<file path="src/rtl/fp32_addsub_resolve.sv">
// Final resolve stage of the FP32 add/sub unit: 2-stage valid/ready pipeline producing result, flags, sticky flags.
// Optional macro FP_RESOLVE_NAN_PAYLOAD_EN: propagate the first NaN operand (quieted) instead of the canonical QNAN.
module fp32_addsub_resolve #(
    parameter int          FLAG_W = 3,
    parameter logic [31:0] QNAN   = 32'h7FC0_0000
) (
    input  logic              i_clk,
    input  logic              i_rst_n,
    input  logic              i_valid,
    output logic              o_ready,
    input  logic [31:0]       i_float_A,
    input  logic [31:0]       i_float_B,
    input  logic              i_sub_mode,
    input  logic              i_overflow,
    input  logic              i_zero,
    input  logic              i_NaN,
    input  logic [31:0]       i_raw_result,
    output logic              o_valid,
    input  logic              i_ready,
    output logic [31:0]       o_result,
    output logic [FLAG_W-1:0] o_flags,
    input  logic              i_flag_clear,
    output logic [FLAG_W-1:0] o_sticky_flags
);

    function automatic logic exp_max(input logic [30:0] x);
        return x[30:23] == 8'hFF;
    endfunction

    function automatic logic is_nan(input logic [30:0] x);
        return exp_max(x) && (x[22:0] != 23'd0);
    endfunction

    function automatic logic is_snan(input logic [30:0] x);
        return is_nan(x) && !x[22];
    endfunction

    function automatic logic is_inf(input logic [30:0] x);
        return exp_max(x) && (x[22:0] == 23'd0);
    endfunction

    logic              s1_valid;
    logic              s2_valid;
    logic              s1_advance;
    logic [31:0]       s1_nan_res;
    logic [31:0]       s1_raw;
    logic              s1_nan;
    logic              s1_ovf;
    logic              s1_zero;
    logic              s1_sign_a;
    logic              s1_sign_b;
    logic              s1_inf_a;
    logic              s1_inf_b;
    logic              s1_snan_any;
    logic              s1_nan_any;
    logic [31:0]       nan_pick;
    logic [31:0]       res_next;
    logic [FLAG_W-1:0] flags_next;
    logic              transfer;

    assign s1_advance = ~s2_valid | i_ready;
    assign o_ready    = ~s1_valid | s1_advance;
    assign o_valid    = s2_valid;
    assign transfer   = s2_valid & i_ready;

    // The NaN result pattern is chosen at the input so stage 1 need not keep full operands.
    always_comb begin
        nan_pick = QNAN;
`ifdef FP_RESOLVE_NAN_PAYLOAD_EN
        if (is_nan(i_float_A[30:0])) begin
            nan_pick = i_float_A | 32'h0040_0000;
        end else if (is_nan(i_float_B[30:0])) begin
            nan_pick = i_float_B | 32'h0040_0000;
        end
`endif
    end

    always_ff @(posedge i_clk or negedge i_rst_n) begin
        if (!i_rst_n) begin
            s1_valid    <= 1'b0;
            s1_nan_res  <= 32'd0;
            s1_raw      <= 32'd0;
            s1_nan      <= 1'b0;
            s1_ovf      <= 1'b0;
            s1_zero     <= 1'b0;
            s1_sign_a   <= 1'b0;
            s1_sign_b   <= 1'b0;
            s1_inf_a    <= 1'b0;
            s1_inf_b    <= 1'b0;
            s1_snan_any <= 1'b0;
            s1_nan_any  <= 1'b0;
        end else if (o_ready) begin
            s1_valid <= i_valid;
            if (i_valid) begin
                s1_nan_res  <= nan_pick;
                s1_raw      <= i_raw_result;
                s1_nan      <= i_NaN;
                s1_ovf      <= i_overflow;
                s1_zero     <= i_zero;
                s1_sign_a   <= i_float_A[31];
                s1_sign_b   <= i_float_B[31] ^ i_sub_mode;
                s1_inf_a    <= is_inf(i_float_A[30:0]);
                s1_inf_b    <= is_inf(i_float_B[30:0]);
                s1_snan_any <= is_snan(i_float_A[30:0]) | is_snan(i_float_B[30:0]);
                s1_nan_any  <= is_nan(i_float_A[30:0]) | is_nan(i_float_B[30:0]);
            end
        end
    end

    // Detector flags may overlap; NaN beats overflow beats zero beats the raw datapath result.
    always_comb begin
        res_next   = s1_raw;
        flags_next = {1'b0, s1_raw[30:23] == 8'hFF, s1_raw[30:0] == 31'd0};
        if (s1_nan) begin
            res_next   = s1_nan_res;
            flags_next = {s1_snan_any | (s1_inf_a & s1_inf_b & ~s1_nan_any), 2'b00};
        end else if (s1_ovf) begin
            res_next   = {(s1_inf_a ? s1_sign_a : s1_sign_b), 8'hFF, 23'd0};
            flags_next = 3'b000;
        end else if (s1_zero) begin
            res_next   = {s1_sign_a & s1_sign_b, 31'd0};
            flags_next = 3'b001;
        end
    end

    always_ff @(posedge i_clk or negedge i_rst_n) begin
        if (!i_rst_n) begin
            s2_valid <= 1'b0;
            o_result <= 32'd0;
            o_flags  <= '0;
        end else if (s1_advance) begin
            s2_valid <= s1_valid;
            if (s1_valid) begin
                o_result <= res_next;
                o_flags  <= flags_next;
            end
        end
    end

    // A clear in the same cycle as a transfer keeps only that transfer's flags.
    always_ff @(posedge i_clk or negedge i_rst_n) begin
        if (!i_rst_n) begin
            o_sticky_flags <= '0;
        end else if (i_flag_clear) begin
            o_sticky_flags <= transfer ? o_flags : '0;
        end else if (transfer) begin
            o_sticky_flags <= o_sticky_flags | o_flags;
        end
    end

endmodule

</file>
<file path="config.mk">
export PLATFORM = sky130hd
export DESIGN_NAME = fp32_addsub_resolve
export DESIGN_NICKNAME = d
export VERILOG_FILES = /design/src/rtl/fp32_addsub_resolve.sv
export SDC_FILE = /design/constraint.sdc
export NUM_CORES = 1
export LEC_CHECK = 0
export CORE_MARGIN = 3
export CORE_UTILIZATION = 44
export CTS_BUF_LIST = sky130_fd_sc_hd__clkbuf_8
export DETAILED_ROUTE_END_ITERATION = 8
export GPL_ROUTABILITY_DRIVEN = 0
export PLACE_DENSITY = 0.81
export SETUP_SLACK_MARGIN = 0.5
export SYNTH_ARGS = -nofsm -noshare
export SYNTH_HDL_FRONTEND = slang
export SYNTH_SLANG_ARGS = --single-unit
</file>
<file path="constraint.sdc">
create_clock -name i_clk -period 2.1 [get_ports i_clk]
set_clock_uncertainty 0.2 [all_clocks]
set_input_delay 0.21 -clock i_clk [delete_from_list [all_inputs] [get_ports i_clk]]
set_output_delay 0.21 -clock i_clk [all_outputs]
set_load 0.005 [all_outputs]
</file>
Word-level counts from Yosys, hierarchy flattened. Cells that the tools add are included.

Register bits: 82. Input port bits: 105. Output and inout port bits: 40. Word-level logic and storage cells: 59.

Equality and inequality tests: 3. Multiplexer cells: 10. Bitwise operators: 14. Reductions and logical operators: 16.

Operator list (count): 2-to-1 mux 32 bit (3); logical NOT 23 bit (2); nonzero test 23 bit (2); logical NOT 31 bit (1); equality test 8 bit, second input constant (3); 2-to-1 mux 3 bit (4); logical AND 1 bit (6); OR 1 bit (5); bitwise AND 1 bit (4); 2-to-1 mux 2 bit (2); AND reduction 2 bit (2); NOT 1 bit (3); OR 3 bit (1); logical NOT 1 bit (2); nonzero test 2 bit (1); 2-to-1 mux 1 bit (1); XOR 1 bit (1).

Logic depth before layout (Yosys ltp).
Word-level depth: 4. Mapped depth: 6. Gate-level depth less buffers: 5.

Worst setup path before layout. OpenSTA, ideal clock, no wires.

Path kind: register to register. From: register s2_valid, in the netlist o_valid. To: register s1_nan. Library setup time: 0.125 ns. Arrival: 1.253 ns. Data required time: 1.775 ns. Path slack: 0.522 ns. Stages on the path, launching flop included: 6. Path buffers: 1. Period minus slack after synthesis: 1.578 ns. Cells stage by stage: dfrtp_1 > and3b_4 > inv_6 > nand2_8 > buf_6 > mux2_4.

Longest elaborated chain between the ends: 4.

RTL lines: start: declaration (RTL line 43) `logic s2_valid;`; start signal: assignment (RTL line 132) `s2_valid <= s1_valid;`; NOT 1 bit (RTL line 61) `assign s1_advance = ~s2_valid | i_ready;`; OR 1 bit (RTL line 61); OR 1 bit (RTL line 62) `assign o_ready = ~s1_valid | s1_advance;`; named net o_ready (RTL line 10) `output logic o_ready,`; AND reduction 2 bit (no line); end signal: assignment (RTL line 97) `s1_nan <= i_NaN;`; end: declaration (RTL line 47) `logic s1_nan;`.

The timed path passes the listed nets, and every way through them passes these cells. A chain may end at the register's enable or synchronous reset.

Final worst setup path.
From: register s2_valid, in the netlist o_valid. To: register s1_raw[20].

Longest elaborated chain between the ends: 4.

RTL lines: NOT 1 bit (RTL line 61); OR 1 bit (RTL line 61); OR 1 bit (RTL line 62); AND reduction 2 bit (no line); end signal: assignment (RTL line 96) `s1_raw <= i_raw_result;`; end: declaration (RTL line 46) `logic [31:0] s1_raw;`.

No other way between the ends.

==> metrics <==
Top Ports 145; YS warnings 0; Slew Viols, Final 0; crit-path cells and3b_4 > inv_6 > nand2_8 > buf_12 > mux2_4; # H-tree levels 3; met1 wire length 4030 um; Final Cell Area 5730 um^2; CTS Buffer Depth 2; largest net degree at the start of global routing 51; critical path class reg2reg; DR WL met2 5170 um; Crit path required time 2.13 ns; vias per inst 5.30; # diodes 0; Area Overhead vs Synth 62.1%; endpoints failing hold 0; worst rel slew slack 71.6%; DRT Pass-1 Iters 4; CTS sink count 82; RSZ-0062 raised after global routing true; pwr/cell area 769 nW/um^2; status completed; number of DRC markers in iteration 0 105; leakage power 2.65 nW; CTS buffer count 9; Fin Setup TNS 0 ns; Top FF cell, synth dfrtp_1; Cells after Synth 264; post-synth cell types 31; number of synthesized flops with an enable pin 0; max capacitance violation total 0; worst slew pin tran 0.426 ns; Overall Power 4.40 mW; Critical Path Fanout Max 15; Peak VDD IR 0.507 mV; CP endpoint kind flip-flop; Clk pin slew, worst setup/hold paths 0.08 ns; period utilization 76.2%; post-route ant nets 0; DR WL/cell 18.1 um; Max Clock Freq 625 MHz; vias in the first global route 3116; Core ar. 7770 um^2; port bufs 144; Setup-failing EPs final 0; Syn Nets 369; total track usage 22.4%; share of cells above drive strength 1 23.7%; clk_lat worst skew 0.35 ns; post-synthesis cell area 3530 um^2; first-pass GRT wire length 15400 um; Die ar. 9140 um^2; Die Y 95.6 um; fin crit period 1.60 ns; Hold Path Class in2reg; met3 routed WL 667 um; DR vias 2937; # rows 32; GR Overflow Total 0; Initial Util 45.5%; DP HPWL 6990 um; FF+latch count, synth 82; post-placement cell area 5120 um^2; initial antenna violation count 0; CTS tree yes; CP Data Arrival Time 1.63 ns; Mapped Avg Cell Area 13.4 um^2; startpoint class of the critical path flip-flop; slowest cell delay on critical path 0.38 ns; highest metal used met4; Root Driver clkbuf_8; Slowest-stage cell, CP dfrtp_1; # DRC 0; nets 552; DIE WIDTH 95.6 um; WL final 10000 um; asr flop ratio synth 100%; filler cell count 533; post-synthesis sequential area ratio 58.1%
[metal layers]
| metal | GRT usage, % | vias to the layer above |
|---|---|---|
| met5 | 0 | - |
| met4 | 6.75 | 0 |
| met3 | 6.71 | 15 |
| met2 | 38.5 | 123 |
| met1 | 27.0 | 1451 |
| li1 | - | 1348 |
[timing repair]
item,in CTS,in global routing
pin swaps,2,5
setup endpoints to repair,99,45
resized for setup,46,16
hold buffers,1,0
hold endpoints to repair,56,0
cloned,1,2
setup buffers,22,6
[worst paths after layout]
check,startpoint,to,slack (ns),cells past startpoint
setup / recovery,o_valid,s1_raw[20],0.50,5
hold / removal,i_ready,o_sticky_flags[2],0.13,3
setup reg to reg,o_valid,s1_raw[20],0.50,5
hold reg to reg,o_result[28],o_result[28],0.29,2
max in group asynchronous,i_rst_n,o_result[18],0.96,3
min in group asynchronous,i_rst_n,o_result[28],0.14,2
[flip-flops by register name (all words and copies together) (netlist names)]
| name | flops |
|---|---|
| o_result | 32 |
| s1_valid | 1 |
| o_valid | 1 |
| s1_raw | 32 |
| s1_snan_any | 1 |
| s1_sign_a | 1 |
| s1_nan_any | 1 |
| s1_ovf | 1 |
| s1_sign_b | 1 |
| s1_nan | 1 |
| o_flags | 3 |
| o_sticky_flags | 3 |
| s1_zero | 1 |
| s1_nan_res | 1 |
| s1_inf_b | 1 |
| s1_inf_a | 1 |
[placed cells by master (no fill, tap or decap), types with 5 or more instances in the layout]
cell type / netlist / final
nand4_1: 10 / 10
clkdlybuf4s50_1: 0 / 102
nor4_1: 17 / 12
dfrtp_1: 82 / 81
clkbuf_8: 0 / 10
inv_1: 4 / 5
mux2_4: 33 / 33
a22o_1: 26 / 26
buf_12: 0 / 5
nor2_1: 7 / 7
nand2_1: 18 / 18
buf_6: 7 / 5
dlygate4sd2_1: 0 / 40
nand3_1: 5 / 5
buf_4: 0 / 26
a21oi_1: 9 / 9
o21ai_0: 15 / 15
[area by class of cell]
type                            instances  area [um^2]  area share [%]
Tap cell                              102          128            2.23
Timing Repair Buffer                  183         1820            31.7
Sequential cell                        82         2050            35.8
Clock buffer                           10          138            2.40
Inverter                                6         27.5           0.480
Clock inverter                          6          129            2.25
Multi-Input combinational cell        165         1440            25.1
[cell usage after synthesis (2+ instances only)]
library cell | n | area (um^2)
a21oi_1 | 9 | 45.0
a22o_1 | 26 | 228
buf_2 | 2 | 10.0
buf_6 | 7 | 78.8
clkbuf_1 | 2 | 7.51
dfrtp_1 | 82 | 2050
inv_1 | 4 | 15.0
mux2_2 | 4 | 45.0
mux2_4 | 33 | 495
nand2_1 | 18 | 67.6
nand2b_1 | 4 | 25.0
nand3_1 | 5 | 25.0
nand4_1 | 10 | 62.6
nor2_1 | 7 | 26.3
nor3_1 | 3 | 15.0
nor4_1 | 17 | 106
nor4_2 | 2 | 25.0
o21ai_0 | 15 | 75.1
o21ai_1 | 2 | 10.0
[critical path: cells and delay by family, from the launching register on]
family	cells	cell delay, ns
flip-flops	1	0.38
AND/OR/NAND/NOR	2	0.36
buffers and inverters	2	0.24
multiplexers	1	0.31
[cells by family (layout without fill, tap and decap cells)]
kind of cell	after synthesis	after routing	share of synthesized area [%]
mux	37	37	15.3
buf+inv	17	205	3.51
simple gates	71	71	11.7
flops	82	82	58.1
xor+xnor	1	1	0.248
compound gates	56	56	11.2
[through the flow]
step | util, % | worst slack [ns] | hold WS (ns) | cells
after CTS | 71.6 | 0.399 | 0.108 | 546
final | 73.8 | 0.500 | 0.127 | 554
after floorplan | - | 0.522 | -0.286 | 264
after detailed placement | 65.9 | 0.0596 | -0.0223 | 506
after global placement | 65.9 | 0.108 | -0.0224 | 506
after global routing | 73.8 | 0.457 | 0.151 | 554
[power by group]
part | internal (mW) | switching [mW] | leakage, nW
Combinational | 0.611 | 0.336 | 1.50
Sequential | 1.77 | 0.178 | 1.02
Clock | 0.937 | 0.567 | 0.138
No activity file was read; power rests on OpenSTA's default activity.
